<file path="config.mk">
export PLATFORM = sky130hd
export DESIGN_NAME = ibex_sec_ldst_seq
export DESIGN_NICKNAME = d
export VERILOG_FILES = /design/src/rtl/ibex_sec_ldst_seq_pkg.sv /design/src/rtl/ibex_sec_ldst_seq.sv
export SDC_FILE = /design/constraint.sdc
export NUM_CORES = 1
export LEC_CHECK = 0
export CAP_MARGIN = 40
export CORE_MARGIN = 2
export CORE_UTILIZATION = 43
export DETAILED_ROUTE_END_ITERATION = 10
export PLACE_DENSITY = 0.87
export SYNTH_ARGS = -nofsm -noshare
export SYNTH_HDL_FRONTEND = slang
export SYNTH_SLANG_ARGS = --single-unit
export TNS_END_PERCENT = 10
</file>
<file path="constraint.sdc">
create_clock -name clk_i -period 2.2 [get_ports clk_i]
set_input_delay 0.55 -clock clk_i [delete_from_list [all_inputs] [get_ports clk_i]]
set_output_delay 0.55 -clock clk_i [all_outputs]
set_load 0.05 [all_outputs]
</file>
<file path="src/rtl/ibex_sec_ldst_seq_pkg.sv">
// Shared types and constants for the secure load/store sequencer.
// Holds the sequencer state encoding, share-count defaults and a share
// selection helper used to pick one 32-bit store share out of a packed vector.
package ibex_sec_ldst_seq_pkg;

    typedef enum logic [1:0] {
        SEC_LDST_IDLE = 2'd0,
        SEC_LDST_REQ  = 2'd1,
        SEC_LDST_WAIT = 2'd2,
        SEC_LDST_FIN  = 2'd3
    } sec_ldst_state_e;

    localparam int unsigned SEC_NSHARES      = 2;
    localparam int unsigned SEC_SHARE_STRIDE = 4;
    localparam int unsigned SEC_MAX_SHARES   = 4;

    // Return share idx (32 bits) of a packed share vector sized for the maximum share count.
    function automatic logic [31:0] sec_share_sel(
        input logic [SEC_MAX_SHARES*32-1:0] shares,
        input logic [1:0]                   idx
    );
        logic [31:0] sel_s;
        sel_s = 32'h0000_0000;
        for (int k = 0; k < SEC_MAX_SHARES; k++) begin
            if (idx == 2'(k)) begin
                sel_s = shares[k*32 +: 32];
            end else begin
                sel_s = sel_s;
            end
        end
        return sel_s;
    endfunction

endpackage

</file>
<file path="src/rtl/ibex_sec_ldst_seq.sv">
// Secure load/store sequencer: expands one masked access into NShares word
// accesses at base, base+4, ..., drives the LSU req/gnt/rvalid handshake and
// gathers loaded shares. Optional macro SEC_LDST_ZEROIZE_EN clears the share
// buffer after completion and blanks rdata_o / lsu_wdata_o when not valid so
// no share value lingers on a bus.
module ibex_sec_ldst_seq
    import ibex_sec_ldst_seq_pkg::*;
#(
    parameter int unsigned NShares   = SEC_NSHARES,
    parameter int unsigned AddrWidth = 32
) (
    input  logic                   clk_i,
    input  logic                   rst_ni,
    input  logic                   start_i,
    input  logic                   we_i,
    input  logic [AddrWidth-1:0]   base_addr_i,
    input  logic [NShares*32-1:0]  wdata_i,
    output logic                   busy_o,
    output logic                   lsu_req_o,
    output logic                   lsu_we_o,
    output logic [AddrWidth-1:0]   lsu_addr_o,
    output logic [31:0]            lsu_wdata_o,
    input  logic                   lsu_gnt_i,
    input  logic                   lsu_rvalid_i,
    input  logic [31:0]            lsu_rdata_i,
    input  logic                   lsu_err_i,
    output logic [NShares*32-1:0]  rdata_o,
    output logic                   done_o,
    output logic                   err_o
);

    localparam logic [1:0] LastIdx = 2'(NShares - 1);

    sec_ldst_state_e                 state_r;
    logic [1:0]                      idx_r;
    logic                            we_r;
    logic                            err_r;
    logic [SEC_MAX_SHARES*32-1:0]    wdata_r;
    logic [SEC_MAX_SHARES*32-1:0]    wdata_pad_s;
    logic [NShares*32-1:0]           buf_r;
    logic [NShares*32-1:0]           buf_nxt_s;

    logic                            busy_r;
    logic                            req_r;
    logic                            lsu_we_r;
    logic [AddrWidth-1:0]            addr_r;
    logic [31:0]                     lsu_wdata_r;
    logic                            done_r;
    logic                            err_out_r;

    // Zero-extend the incoming store shares to the helper's fixed width.
    always_comb begin
        wdata_pad_s                  = '0;
        wdata_pad_s[NShares*32-1:0]  = wdata_i;
    end

    // Next share-buffer value: capture load responses into slot idx while waiting.
    always_comb begin
        buf_nxt_s = buf_r;
        if (state_r == SEC_LDST_WAIT && lsu_rvalid_i && !we_r) begin
            for (int k = 0; k < int'(NShares); k++) begin
                if (idx_r == 2'(k)) begin
                    buf_nxt_s[k*32 +: 32] = lsu_rdata_i;
                end else begin
                    buf_nxt_s[k*32 +: 32] = buf_r[k*32 +: 32];
                end
            end
        end else begin
`ifdef SEC_LDST_ZEROIZE_EN
            if (state_r == SEC_LDST_FIN) begin
                buf_nxt_s = '0;
            end else begin
                buf_nxt_s = buf_r;
            end
`else
            buf_nxt_s = buf_r;
`endif
        end
    end

    // Share buffer register.
    always_ff @(posedge clk_i or negedge rst_ni) begin
        if (!rst_ni) begin
            buf_r <= '0;
        end else begin
            buf_r <= buf_nxt_s;
        end
    end

    // Sequencer FSM; every output is registered and set on the transition into its state.
    always_ff @(posedge clk_i or negedge rst_ni) begin
        if (!rst_ni) begin
            state_r     <= SEC_LDST_IDLE;
            idx_r       <= 2'd0;
            we_r        <= 1'b0;
            err_r       <= 1'b0;
            wdata_r     <= '0;
            busy_r      <= 1'b0;
            req_r       <= 1'b0;
            lsu_we_r    <= 1'b0;
            addr_r      <= '0;
            lsu_wdata_r <= 32'h0000_0000;
            done_r      <= 1'b0;
            err_out_r   <= 1'b0;
        end else begin
            case (state_r)
                SEC_LDST_IDLE: begin
                    done_r    <= 1'b0;
                    err_out_r <= 1'b0;
                    if (start_i) begin
                        we_r    <= we_i;
                        wdata_r <= wdata_pad_s;
                        idx_r   <= 2'd0;
                        busy_r  <= 1'b1;
                        if (base_addr_i[1:0] != 2'b00) begin
                            // Misaligned: report immediately, never touch the bus.
                            err_r     <= 1'b1;
                            done_r    <= 1'b1;
                            err_out_r <= 1'b1;
                            state_r   <= SEC_LDST_FIN;
                        end else begin
                            err_r       <= 1'b0;
                            req_r       <= 1'b1;
                            lsu_we_r    <= we_i;
                            addr_r      <= base_addr_i;
                            lsu_wdata_r <= wdata_i[31:0];
                            state_r     <= SEC_LDST_REQ;
                        end
                    end else begin
                        busy_r  <= 1'b0;
                        state_r <= SEC_LDST_IDLE;
                    end
                end
                SEC_LDST_REQ: begin
                    // Request stays stable until granted; rvalid here is ignored.
                    if (lsu_gnt_i) begin
                        req_r   <= 1'b0;
`ifdef SEC_LDST_ZEROIZE_EN
                        lsu_wdata_r <= 32'h0000_0000;
`endif
                        state_r <= SEC_LDST_WAIT;
                    end else begin
                        state_r <= SEC_LDST_REQ;
                    end
                end
                SEC_LDST_WAIT: begin
                    if (lsu_rvalid_i) begin
                        if (lsu_err_i) begin
                            err_r     <= 1'b1;
                            done_r    <= 1'b1;
                            err_out_r <= 1'b1;
                            state_r   <= SEC_LDST_FIN;
                        end else if (idx_r == LastIdx) begin
                            done_r    <= 1'b1;
                            err_out_r <= err_r;
                            state_r   <= SEC_LDST_FIN;
                        end else begin
                            idx_r       <= idx_r + 2'd1;
                            addr_r      <= addr_r + AddrWidth'(SEC_SHARE_STRIDE);
                            lsu_wdata_r <= sec_share_sel(wdata_r, idx_r + 2'd1);
                            req_r       <= 1'b1;
                            state_r     <= SEC_LDST_REQ;
                        end
                    end else begin
                        state_r <= SEC_LDST_WAIT;
                    end
                end
                SEC_LDST_FIN: begin
                    done_r    <= 1'b0;
                    err_out_r <= 1'b0;
                    busy_r    <= 1'b0;
                    state_r   <= SEC_LDST_IDLE;
                end
                default: begin
                    req_r     <= 1'b0;
                    done_r    <= 1'b0;
                    err_out_r <= 1'b0;
                    busy_r    <= 1'b0;
                    state_r   <= SEC_LDST_IDLE;
                end
            endcase
        end
    end

`ifdef SEC_LDST_ZEROIZE_EN
    logic                  fin_entry_s;
    logic [NShares*32-1:0] rdata_r;

    // Detect the cycle in which the FSM moves into FIN.
    always_comb begin
        fin_entry_s = 1'b0;
        if (state_r == SEC_LDST_IDLE) begin
            fin_entry_s = start_i && (base_addr_i[1:0] != 2'b00);
        end else if (state_r == SEC_LDST_WAIT) begin
            fin_entry_s = lsu_rvalid_i && (lsu_err_i || idx_r == LastIdx);
        end else begin
            fin_entry_s = 1'b0;
        end
    end

    // Gathered shares are visible only during the completion cycle.
    always_ff @(posedge clk_i or negedge rst_ni) begin
        if (!rst_ni) begin
            rdata_r <= '0;
        end else if (fin_entry_s) begin
            rdata_r <= buf_nxt_s;
        end else begin
            rdata_r <= '0;
        end
    end

    assign rdata_o = rdata_r;
`else
    assign rdata_o = buf_r;
`endif

    assign busy_o      = busy_r;
    assign lsu_req_o   = req_r;
    assign lsu_we_o    = lsu_we_r;
    assign lsu_addr_o  = addr_r;
    assign lsu_wdata_o = lsu_wdata_r;
    assign done_o      = done_r;
    assign err_o       = err_out_r;

endmodule

</file>
==> metrics.yaml <==
setup_path:
  cp-start-kind: "register"
  reg2reg_from: "idx_r[1]"
  critPathMostFrequentCell: "buf_4"
  crit_chain: "inv_2, ha_4, or3b_4, buf_6, a2111oi_4, buf_4, buf_12, buf_4, o221ai_1, o21a_1"
  arrival_ns: 2.59
  crit_start: "idx_r[1]"
  crit_type: "register to register"
  critical_path.max_fanout: 6
  cp_slowest_stage_delay_ns: 0.39
  worstSetupEndpointType: "register"
  cp_slowest_cell: "or3b_4"
  required_ns: 2.59
cells_and_area:
  ff_latch_area_um2: 5080
  n_fill_cell: 1661
  syn2layout_area_growth_pct: 46.0
  final_area_um2: 13200
  fin_cells: 1385
  layout_commonest_cell: "dfrtp_1"
  mostFrequentLayoutCells: "dfrtp_1 (201), clkdlybuf4s50_1 (133), dlygate4sd2_1 (131)"
  multi_input_area_um2: 3780
  drive_above_1_share_pct: 23.3
  fin_nets: 1240
sta:
  maxSlewViolCount: 0
  finalHoldViolations: 0
  setup_viol: 0
  period_needed_ns: 2.20
  worstMarginPinSlew_ns: 0.579
  relSlewSlack_pct: 61.6
  skew_ns: 0.0104
  fin_crit_sh_pct: 99.8
  rsz0062_at_grt: "true"
  setup_ws_ns: 0.00460
  fmax_mhz: 455
placement:
  dp_cells: 1334
  dpl_cell_area_um2: 12400
  dp_slack_ns: -0.497
  io_buffers: 267
  place.gp.congestion: 0.816
  dp_hpwl_mm: 17.3
global_route:
  grt_max_degree: 61
  grt_pass1_vias: 7692
  antenna_found_initial: 1
  grt_pass1_wl_mm: 40.0
  grt_usage_pct: 22.3
  grt-ovfl-total: 0
power:
  p_per_area_nw_per_um2: 1670
  vdd_ir_drop_max_uv: 975
  p_leak_nw: 6.01
die:
  die_y_um: 149
  ios: 268
  fp.dieW_um: 149
  design.core.area_um2: 20800
  core.rowCount: 53
  die_area_um2: 22200
  start_util_pct: 43.5
synthesis:
  yosysSeqAreaShare_pct: 56.1
  synth_nets: 940
  yosysTopAreaCell: "dfrtp_1"
  synth_edf_count: 0
  yosysTopAreaCellShare_pct: 56.1
  synth_area_um2: 9050
  synthCells: 794
  ys.flop_type: "dfrtp_1"
  synthTopCellsByArea: "dfrtp_1 (56%), mux2_2 (16%), a21oi_1 (3.7%), a22oi_1 (2.7%), nand2_1 (2.6%)"
  ys_warn_count: 0
  avgSynthCellArea_um2: 11.4
  ys_ff_latch: 203
  synth_cell_types: 55
  ys_async_sr_fraction_pct: 100
worst_hold_path:
  hold_class: "primary input to async pin"
routing:
  detail_route.drc_violations: 0
  wirelength_mm: 25.3
  vias: 7588
  avgRoutedWirePerCell_um: 18.3
  ant_nets: 0
  vias_per_cell: 5.48
  first_iter_violations: 407
  dr.pass1.iters: 5
run_status:
  status: "finished, final reports clean"
flow_run:
  cap_violations: 0
clock_network:
  htreeDepth: 1
  cts-root-buf: "clkbuf_16"
  clk_pin_slew_ns: 0.06
  clockBufferDepth: 3
  cts_buffers: 23
  clkSinkCount: 203
  clkLatencyLatePin_ns: 0.51
  cts_tree: "yes"
stage by stage:
step / TNS, ns / util [%] / power, mW / hold WS [ns]
after floorplan: -0.141 / - / 14.1 / 0.254
after global placement: -24.02 / 59.5 / 18.0 / 0.464
after detailed placement: -27.68 / 59.5 / 18.4 / 0.473
after CTS: 0 / 62.6 / 21.8 / 0.0428
after global routing: -1.00 / 63.5 / 23.4 / 0.0491
final: 0 / 63.5 / 22.1 / 0.0247
worst paths after layout:
path,endpoint,slack [ns],depth (start not counted)
max,lsu_wdata_o[2],0.005,10
min,rdata_o[56],0.02,1
max reg2reg,lsu_wdata_o[2],0.005,10
min reg2reg,lsu_wdata_o[9],0.47,2
max in group asynchronous,wdata_r[43],1.49,2
min in group clk_i,lsu_wdata_o[9],0.47,2
synthesized netlist by cell type (3+ instances only):
master,number
and3_1,3
a211oi_1,3
o221ai_1,5
nand3_1,19
inv_1,17
nor2b_1,4
or3_1,4
nand4_1,11
a22oi_1,33
nor2_1,48
a2bb2oi_1,9
o21a_1,7
ha_1,11
buf_1,14
o21ai_1,11
clkbuf_1,32
and2_1,4
buf_2,6
o21ai_0,41
a21oi_1,67
mux2_2,125
nor3_1,3
o22a_1,3
o22ai_1,10
dfrtp_1,203
nand2_1,63
and4_1,3
layer usage:
layer  track usage, %  routed length [um]  up-vias
met2             38.5               12800      305
met5                0                   0        -
met4             5.62                 477        0
met3             4.80                1970       37
li1                 -                   -     3479
met1             28.6               10100     3767
power by group:
part / switching [mW] / internal (mW) / total [mW]
Clock: 1.52 / 2.52 / 4.05
Sequential: 1.15 / 5.47 / 6.62
Combinational: 7.20 / 4.25 / 11.5
Total: 9.88 / 12.2 / 22.1
sequential cells by signal (all words and copies together) (netlist names):
signal / cells
err_r: 1
wdata_r: 64
state_r: 2
lsu_req_o: 1
we_r: 1
rdata_o: 64
lsu_we_o: 1
lsu_wdata_o: 32
idx_r: 2
done_o: 1
lsu_addr_o: 32
err_o: 1
busy_o: 1
what timing repair did:
item,4_1_cts,5_1_grt
hold endpoints to repair,0,0
cloned,0,1
gates resized for setup,134,26
pin swaps,2,5
hold buffers,0,0
endpoints found under the setup margin,182,60
setup buffers,0,9
layout make-up:
type	count	share of cell area, %
Sequential cell	203	38.4
Multi-Input combinational cell	519	28.6
Timing Repair Buffer	329	23.8
Clock buffer	30	4.85
Tap cell	275	2.60
Clock inverter	10	1.23
Inverter	18	0.511
Antenna cell	1	0.0189
logic make-up (layout without fill, tap and decap cells):
kind of cell / count (synthesis) / after routing / synth area share (%)
flip-flops: 203 / 203 / 56.1
other: 0 / 1 / 0
AO/OA/AOI/OAI: 211 / 211 / 14.8
AND/OR/NAND/NOR: 171 / 171 / 8.72
adder cells (fa/ha/maj): 11 / 11 / 1.52
multiplexers: 126 / 126 / 15.7
buffers and inverters: 72 / 387 / 3.15
worst max-delay path: cells and delay by family, from the launching register on:
kind | cells | cell delay, ns
buffers and inverters | 5 | 0.63
DFF | 1 | 0.36
adders and majority gates | 1 | 0.17
and+or+nand+nor | 1 | 0.39
AOI/OAI and AO/OA | 3 | 0.53
(Power assumes the default switching activity.)
